--- config.mk ---
export PLATFORM = sky130hd
export DESIGN_NAME = imem_fetch_responder
export DESIGN_NICKNAME = d
export VERILOG_FILES = /design/src/rtl/imem_fetch_responder_pkg.sv /design/src/rtl/imem_fetch_responder_line_buf.sv /design/src/rtl/imem_fetch_responder.sv
export SDC_FILE = /design/constraint.sdc
export NUM_CORES = 1
export LEC_CHECK = 0
export ABC_AREA = 1
export CAP_MARGIN = 20
export CORE_MARGIN = 1.5
export CORE_UTILIZATION = 30
export CTS_BUF_LIST = sky130_fd_sc_hd__clkbuf_4
export DETAILED_ROUTE_END_ITERATION = 10
export GPL_TIMING_DRIVEN = 1
export SLEW_MARGIN = 20
export SYNTH_ARGS = -nofsm -noshare
export SYNTH_HDL_FRONTEND = slang
export SYNTH_SLANG_ARGS = --single-unit
--- constraint.sdc ---
create_clock -name clk -period 5.9 [get_ports clk]
set_input_delay 1.18 -clock clk [delete_from_list [all_inputs] [get_ports clk]]
set_output_delay 1.18 -clock clk [all_outputs]
set_load 0.05 [all_outputs]
--- src/rtl/imem_fetch_responder_pkg.sv ---
// ============================================================================
// Module      : imem_fetch_responder_pkg
// Description : Shared types, constants and FSM encoding for the fetch responder.
// Revision    : 1.0 - initial release
// ============================================================================
`default_nettype none

package imem_fetch_responder_pkg;

  typedef logic [31:0] addr_t;
  typedef logic [31:0] data_t;
  typedef logic        enable_t;

  // addi x0,x0,0
  localparam data_t IMEM_NOP_INSTR = 32'h0000_0013;

  typedef enum logic [1:0] {
    IDLE  = 2'd0,
    WAIT  = 2'd1,
    DRAIN = 2'd2
  } imem_state_e;

endpackage

`default_nettype wire

--- src/rtl/imem_fetch_responder_line_buf.sv ---
// ============================================================================
// Module      : imem_line_buf
// Description : One instruction entry (valid/tag/data) with word-tag compare.
// Revision    : 1.0 - initial release
// ============================================================================
`default_nettype none

module imem_line_buf
  import imem_fetch_responder_pkg::*;
(
  input  logic  clk,
  input  logic  rst,
  input  logic  inv_i,
  input  logic  fill_i,
  input  addr_t fill_addr_i,
  input  data_t fill_data_i,
  input  addr_t cmp_addr_i,
  output logic  valid_o,
  output addr_t addr_o,
  output data_t data_o,
  output logic  match_o
);

  logic  valid_q;
  addr_t addr_q;
  data_t data_q;
  logic  w_unused_lsb;

  // Invalidate wins over a simultaneous fill.
  always_ff @(posedge clk or posedge rst) begin
    if (rst) begin
      valid_q <= 1'b0;
      addr_q  <= '0;
      data_q  <= '0;
    end else if (inv_i) begin
      valid_q <= 1'b0;
    end else if (fill_i) begin
      valid_q <= 1'b1;
      addr_q  <= fill_addr_i;
      data_q  <= fill_data_i;
    end
  end

  assign valid_o      = valid_q;
  assign addr_o       = addr_q;
  assign data_o       = data_q;
  assign match_o      = valid_q && (addr_q[31:2] == cmp_addr_i[31:2]);
  assign w_unused_lsb = ^cmp_addr_i[1:0];

endmodule

`default_nettype wire

--- src/rtl/imem_fetch_responder.sv ---
// ============================================================================
// Module      : imem_fetch_responder
// Description : Fetch-side instruction responder with line buffer and a
//               single outstanding req/ack bus read. Optional next-line
//               prefetch entry enabled by defining IMEM_PREFETCH_EN.
// Revision    : 1.0 - initial release
// ============================================================================
`default_nettype none

module imem_fetch_responder
  import imem_fetch_responder_pkg::*;
#(
  parameter data_t       NOP_INSTR      = IMEM_NOP_INSTR,
  parameter int unsigned TIMEOUT_CYCLES = 256
) (
  input  logic    clk,
  input  logic    rst,
  input  addr_t   pc_i,
  input  logic    fence_i,
  output data_t   instruction_o,
  output enable_t stall_c_o,
  output logic    mem_req_o,
  output addr_t   mem_addr_o,
  input  logic    mem_ack_i,
  input  data_t   mem_rdata_i,
  output logic    err_o
);

  localparam int unsigned     CNT_W = $clog2(TIMEOUT_CYCLES + 1);
  localparam logic [CNT_W-1:0] C_TMO = CNT_W'(TIMEOUT_CYCLES);

  imem_state_e      state_q, state_d;
  addr_t            req_addr_q, req_addr_d;
  logic [CNT_W-1:0] cnt_q, cnt_d;
  logic             err_q;

  addr_t w_pc_al;
  logic  w_req, w_xfer, w_hit, w_buf_hit;
  addr_t w_addr;
  logic  w_buf_fill, w_buf_inv;
  addr_t w_buf_fill_addr;
  data_t w_buf_fill_data;
  logic  w_buf_valid, w_buf_match;
  addr_t w_buf_addr;
  data_t w_buf_data;

  assign w_pc_al   = {pc_i[31:2], 2'b00};
  assign w_buf_hit = w_buf_match && !fence_i;
  // Reset forces the bus idle immediately, even between edges.
  assign mem_req_o  = w_req && !rst;
  assign mem_addr_o = w_addr;
  assign w_xfer     = mem_req_o && mem_ack_i;
  assign err_o      = err_q;

  imem_line_buf u_buf (
    .clk         (clk),
    .rst         (rst),
    .inv_i       (w_buf_inv),
    .fill_i      (w_buf_fill),
    .fill_addr_i (w_buf_fill_addr),
    .fill_data_i (w_buf_fill_data),
    .cmp_addr_i  (pc_i),
    .valid_o     (w_buf_valid),
    .addr_o      (w_buf_addr),
    .data_o      (w_buf_data),
    .match_o     (w_buf_match)
  );

`ifdef IMEM_PREFETCH_EN
  logic  pf_tag_q, pf_tag_d;
  logic  w_pf_fill, w_pf_inv, w_pf_valid, w_pf_match, w_pf_hit, w_promote, w_pf_needed;
  addr_t w_pf_addr, w_next;
  data_t w_pf_data;

  imem_line_buf u_pf (
    .clk         (clk),
    .rst         (rst),
    .inv_i       (w_pf_inv),
    .fill_i      (w_pf_fill),
    .fill_addr_i (req_addr_q),
    .fill_data_i (mem_rdata_i),
    .cmp_addr_i  (pc_i),
    .valid_o     (w_pf_valid),
    .addr_o      (w_pf_addr),
    .data_o      (w_pf_data),
    .match_o     (w_pf_match)
  );

  assign w_pf_hit      = w_pf_match && !fence_i;
  assign w_hit         = w_buf_hit || w_pf_hit;
  assign w_next        = w_buf_addr + 32'd4;
  assign w_pf_needed   = w_buf_valid && (!w_pf_valid || (w_pf_addr[31:2] != w_next[31:2]));
  // A promoted entry leaves pf unless a prefetch fill lands on the same edge.
  assign w_pf_inv      = fence_i || (w_promote && !w_pf_fill);
  assign instruction_o = w_buf_hit ? w_buf_data : (w_pf_hit ? w_pf_data : NOP_INSTR);

  always_ff @(posedge clk or posedge rst) begin
    if (rst) pf_tag_q <= 1'b0;
    else     pf_tag_q <= pf_tag_d;
  end
`else
  logic w_unused_buf;

  assign w_hit         = w_buf_hit;
  assign w_unused_buf  = w_buf_valid ^ (^w_buf_addr);
  assign instruction_o = w_buf_hit ? w_buf_data : NOP_INSTR;
`endif

  assign stall_c_o = !w_hit;
  assign w_buf_inv = fence_i;

  always_comb begin
    state_d         = state_q;
    req_addr_d      = req_addr_q;
    w_req           = 1'b0;
    w_addr          = req_addr_q;
    w_buf_fill      = 1'b0;
    w_buf_fill_addr = w_pc_al;
    w_buf_fill_data = mem_rdata_i;
`ifdef IMEM_PREFETCH_EN
    pf_tag_d        = pf_tag_q;
    w_pf_fill       = 1'b0;
    w_promote       = 1'b0;
`endif
    case (state_q)
      IDLE: begin
        if (!fence_i && !w_hit) begin
          w_req      = 1'b1;
          w_addr     = w_pc_al;
          req_addr_d = w_pc_al;
`ifdef IMEM_PREFETCH_EN
          pf_tag_d   = 1'b0;
`endif
          if (mem_ack_i) w_buf_fill = 1'b1;
          else           state_d    = WAIT;
        end
`ifdef IMEM_PREFETCH_EN
        else if (!fence_i && w_buf_hit && w_pf_needed) begin
          w_req      = 1'b1;
          w_addr     = w_next;
          req_addr_d = w_next;
          pf_tag_d   = 1'b1;
          if (mem_ack_i) w_pf_fill = 1'b1;
          else           state_d   = WAIT;
        end
`endif
      end
      WAIT: begin
        w_req = 1'b1;
        if (fence_i) begin
          state_d = mem_ack_i ? IDLE : DRAIN;
        end else if (mem_ack_i) begin
          state_d = IDLE;
`ifdef IMEM_PREFETCH_EN
          if (pf_tag_q) w_pf_fill = 1'b1;
          else
`endif
          if (req_addr_q[31:2] == pc_i[31:2]) begin
            w_buf_fill      = 1'b1;
            w_buf_fill_addr = req_addr_q;
          end
        end
      end
      DRAIN: begin
        w_req = 1'b1;
        if (mem_ack_i) state_d = IDLE;
      end
      default: state_d = IDLE;
    endcase
`ifdef IMEM_PREFETCH_EN
    if (w_pf_hit && !w_buf_hit && !w_buf_fill) begin
      w_promote       = 1'b1;
      w_buf_fill      = 1'b1;
      w_buf_fill_addr = w_pf_addr;
      w_buf_fill_data = w_pf_data;
    end
`endif
  end

  always_comb begin
    cnt_d = cnt_q;
    if (w_xfer)
      cnt_d = '0;
    else if ((state_q == WAIT || state_q == DRAIN) && cnt_q != C_TMO)
      cnt_d = cnt_q + 1'b1;
  end

  always_ff @(posedge clk or posedge rst) begin
    if (rst) begin
      state_q    <= IDLE;
      req_addr_q <= '0;
      cnt_q      <= '0;
      err_q      <= 1'b0;
    end else begin
      state_q    <= state_d;
      req_addr_q <= req_addr_d;
      cnt_q      <= cnt_d;
      if (cnt_d == C_TMO) err_q <= 1'b1;
    end
  end

endmodule

`default_nettype wire

* After elaboration in Yosys (flattened, before gate mapping)
Index checks and enable logic that the tools add are counted.
** Word-level totals
- Register bits :: 109
- Output and inout bits :: 67
- Word-level logic and storage cells :: 56
** Operators by class
- $add $sub $neg :: 1
- Equal/unequal tests :: 8
- Mux-type cells :: 24
- Bitwise gates (word level) :: 1
- Reduce and logical (&&, ||, !) cells :: 15
** Operators by type and width (count)
- two-way mux 32 bit :: 6
- equality test 30 bit :: 2
- two-way mux 9 bit :: 2
- two-way mux 2 bit :: 5
- adder 9 x 1 -> 9 bit (second input constant) :: 1
- equality test 9 bit (second input constant) :: 1
- inequality test 9 bit (second input constant) :: 1
- two-way mux 1 bit :: 8
- logical AND 1 bit :: 6
- one-hot mux 2 bit (3 select lines) :: 1
- inequality test 2 bit (second input constant) :: 2
- one-hot mux 1 bit (2 select lines) :: 2
- AND reduction 2 bit :: 2
- logical NOT 1 bit :: 3
- equality test 2 x 1 -> 1 bit (second input constant) :: 1
- equality test 2 bit (second input constant) :: 1
- logical NOT 2 bit :: 1
- nonzero test 2 bit :: 1
- OR reduction 2 bit :: 1
- logical OR 1 bit :: 1
- inverter 1 bit :: 1

* Longest topological paths before layout
- Word-level depth :: 11
- Mapped depth :: 17

* By module
From an unflattened synthesis, not the netlist that was laid out.
** Unflattened totals
- Cells, all modules :: 790
- Area, all modules :: 6099.6 um^2
** By module, submodules not included
- imem_line_buf :: instances 1, cells each 342, area an instance 3113.0 um^2
- imem_fetch_responder :: instances 1, cells each 448, area an instance 2986.6 um^2

* Worst setup path before layout
Ideal clock, no wire load.
- Kind :: input port to output port
- Start point :: input port pc_i[3]
- End point :: output port instruction_o[22]
- Arrival time :: 3.150 ns
- Setup slack :: 1.570 ns
- Stages :: 13
- Buffers on the path :: 1
- Path through :: inv_1 nand2_1 nand2_1 inv_1 nand2_1 nor2_1 nand2_1 nor2_1 nand2_1 nor2_1 inv_1 clkbuf_1 nor2_1
** On the way
- Word-level cells in the longest chain between the ends :: 4
** RTL lines
- from (decl) :: line imem_fetch_responder.sv:18 : input addr_t pc_i,
- equality test 30 bit :: line imem_fetch_responder_line_buf.sv:47 : assign match_o = valid_q && (addr_q[31:2] == cmp_addr_i[31:2]);
- logical AND 1 bit :: line imem_fetch_responder_line_buf.sv:47
- logical AND 1 bit :: line imem_fetch_responder.sv:48 : assign w_buf_hit = w_buf_match && !fence_i;
- two-way mux 32 bit :: line imem_fetch_responder.sv:106 : assign instruction_o = w_buf_hit ? w_buf_data : NOP_INSTR;
- to (decl) :: line imem_fetch_responder.sv:20 : output data_t instruction_o,
No other way between the ends.

* Worst setup path in the final report
- Start point :: input port pc_i[25]
- End point :: output port mem_addr_o[27]
** On the way
- Word-level cells in the longest chain between the ends :: 7
** RTL lines
- equality test 30 bit :: line imem_fetch_responder_line_buf.sv:47
- logical AND 1 bit :: line imem_fetch_responder_line_buf.sv:47
- logical AND 1 bit :: line imem_fetch_responder.sv:48
- logical NOT 1 bit :: line imem_fetch_responder.sv:127 : if (!fence_i && !w_hit) begin
- logical AND 1 bit :: line imem_fetch_responder.sv:127
- two-way mux 32 bit :: line imem_fetch_responder.sv:127
- two-way mux 32 bit :: line imem_fetch_responder.sv:125 : case (state_q)
- to (decl) :: line imem_fetch_responder.sv:23 : output addr_t mem_addr_o,
No other way between the ends.

==> run metrics <==
Initial Util 0.3061; DRT antenna net count 0; mean area per synthesized cell 7.456 um2; WL/cell 12.72 um; Worst Tran Pin Value 893.4 ps; placed cell areas 0.007052 mm2; CORE AREA 0.01802 mm2; final net count 940; largest net degree at the start of global routing 85; combinational power share 0.494; first-pass GRT wire length 23260 um; initial antenna violation count 2; GRT Overall Usage 0.1504; Vert. Die Dim 138.6 um; Remaining DRCs 0; Total Wirelength 14010 um; Final Hold Vio Count 0; cell count after synthesis 740; die area 0.01922 mm2; TritonCTS clock tree done; Switching Share 0.4571; postcts setup bufs 0; Final Cycle Share 0.8964; share of post-route cells with drive strength above 1 0.03904; number of max-cap violations 0; area grow syn2layout 30.70%; Max Clk Rate 189.1 MHz; Worst EP required 4720 ps; Clock Latency Late Sink 500 ps; Setup TNS 0 ps; Synthesis Warnings 0; max-slew violation count 0; CTS clock-pin slew for the worst setup and hold paths 150 ps; r2r setup slk 2800 ps; htree depth 3; relative slew slack 0.4044; P_int 1.766 mW; Arr. time, crit path 4110 ps; Hold Crit Class flop to flop; die width 138.6 um; ys flop type dfrtp_1; endpoints failing setup 0; crit path time final 5289 ps; Max VDD drop 0.3272 mV; clock power share 0.131; total nets after synthesis 814; status complete, no violations; vias per cell 4.384; worst-path fanout max 55; num rows 49; post-synthesis cell type count 33; critical path capture point type output pin; CTS Buf Count 9; total gr overflow 0; post-CTS sizing 0; Seq/Total Area, Yosys 0.4853; Flop pwr share 0.375; design area 0.007212 mm2; clk buf depth 2; number of flops mapped to enable cells by yosys 0; NetSw 1.487 mW; CP Class primary input to output pin; root buffer cell clkbuf_4; DR vias 4827; Pwr per Cell Area 451.0 mW/mm2; Initial DRT Pass Iterations 4; Initial DRC Count 335; clock sinks 107; cts hold-fix bufs 0; RD Place Congestion 0.7901; # IOs 135; Post-synth ARST share 1.000; top cell type's share of synthesized area 0.4853; leading area contributor after synthesis dfrtp_1; RSZ-0062 raised after global routing no; post-DP HPWL 10230 um; Clock Skew 19.50 ps; cell leakage power 3.460 nW; crit start category primary input; main area contributors after synthesis dfrtp_1, nand2_1, inv_1; flops & latches, synth 107; Post-Syn Area 0.005518 mm2; vias in the first global route 4573; number of port buffers 132
-- sequential cells by signal (all words and copies together) (netlist names) --
register and cells:
err_o 1, u_buf.data_o 32, u_buf.addr_o 30, req_addr_q 32, cnt_q 9, u_buf.valid_o 1
state_q 2
-- worst paths after layout --
| path | start | to | cells past startpoint |
|---|---|---|---|
| min in group asynchronous | rst | u_buf.data_o[13] | 2 |
| hold / removal | err_o | err_o | 2 |
| setup / recovery | pc_i[25] | mem_addr_o[27] | 14 |
| setup reg to reg | u_buf.addr_o[2] | u_buf.data_o[4] | 16 |
| max in group asynchronous | rst | req_addr_q[17] | 3 |
| hold reg to reg | err_o | err_o | 2 |
-- power by group through the flow --
stage	Clock, mW	Sequential (mW)	Combinational [mW]
global placement	0	1.23	1.61
floorplan	0	1.20	1.17
finish	0.425	1.22	1.61
CTS	0.447	1.22	1.63
global route	0.472	1.26	1.79
detailed placement	0	1.24	1.62
-- final cells by class --
class                   instances  area (um2)
clock inverters                 7       90.09
flip-flops and latches        107        2678
repair buffers                137        1359
inverters                     124       470.5
well taps                     229       286.5
fillers                      1866       10810
multi-input cells             487        2258
clock buffers                   9       67.56
diodes                          1       2.502
-- critical path, cell delays in order --
cell and delay (ps):
clkdlybuf4s50_1 540, inv_1 110, nand2_1 70, nand2_1 50, inv_1 50, nand2_1 50
nor2_1 130, nand2_1 80, nor2_1 80, nand2_1 140, nand2_4 460, nand2_1 90
o21ai_0 190, clkdlybuf4s50_1 880
-- cell usage in the layout (no fill, tap or decap), types with 2 or more instances in the layout --
master,netlist,layout
xor2_1,13,13
bufinv_16,0,2
inv_4,1,2
nand2_4,2,2
clkinv_1,1,3
ha_1,6,6
o22ai_1,2,2
dfrtp_1,107,107
buf_4,0,5
nor3_1,4,4
inv_2,4,4
nand3_1,15,15
o21ai_1,5,5
nor4_1,3,3
clkbuf_4,0,9
o21ai_0,79,79
inv_1,118,117
clkdlybuf4s50_1,0,132
xnor2_1,11,11
o21ai_2,5,5
a21oi_1,5,5
o41ai_1,2,2
nand2_1,254,254
nor2_1,62,62
o2111ai_1,2,2
nand4_1,9,9
-- cells by family after synthesis --
logic type               share of synthesized area
flip-flops                                  0.4853
AND/OR/NAND/NOR                             0.2560
adder cells (fa/ha/maj)                    0.01361
AO/OA/AOI/OAI                               0.1016
buffers and inverters                       0.1054
XOR/XNOR                                   0.03809
-- per-layer routing --
metal	up-vias	GRT usage	part of all wire
met3	14	0.04731	0.064
met5	-	0	0.00093
met1	2165	0.2004	0.47
met2	130	0.2357	0.46
li1	2516	-	-
met4	2	0.04331	0.014
-- stage by stage --
stage,util,setup slack [ps],instances,hold WS (ps),power (mW)
global placement,0.3912,603.3,1084,451.9,2.837
finish,0.4001,611.2,1101,497.3,3.253
global route,0.4001,390.0,1101,519.7,3.520
detailed placement,0.3912,614.0,1084,453.8,2.862
floorplan,-,1570,740,461.3,2.367
CTS,0.4000,588.1,1100,501.2,3.299
-- cells in the mapped netlist, types with 4 or more instances --
cell	count
nor3_1	4
nand2_1	254
o21ai_0	79
xor2_1	13
nand3_1	15
a21oi_1	5
dfrtp_1	107
inv_2	4
o21ai_1	5
nand4_1	9
ha_1	6
clkbuf_1	12
o21ai_2	5
xnor2_1	11
buf_2	7
inv_1	118
nor2_1	62
Note: power is estimated with default switching activity, not from simulation.
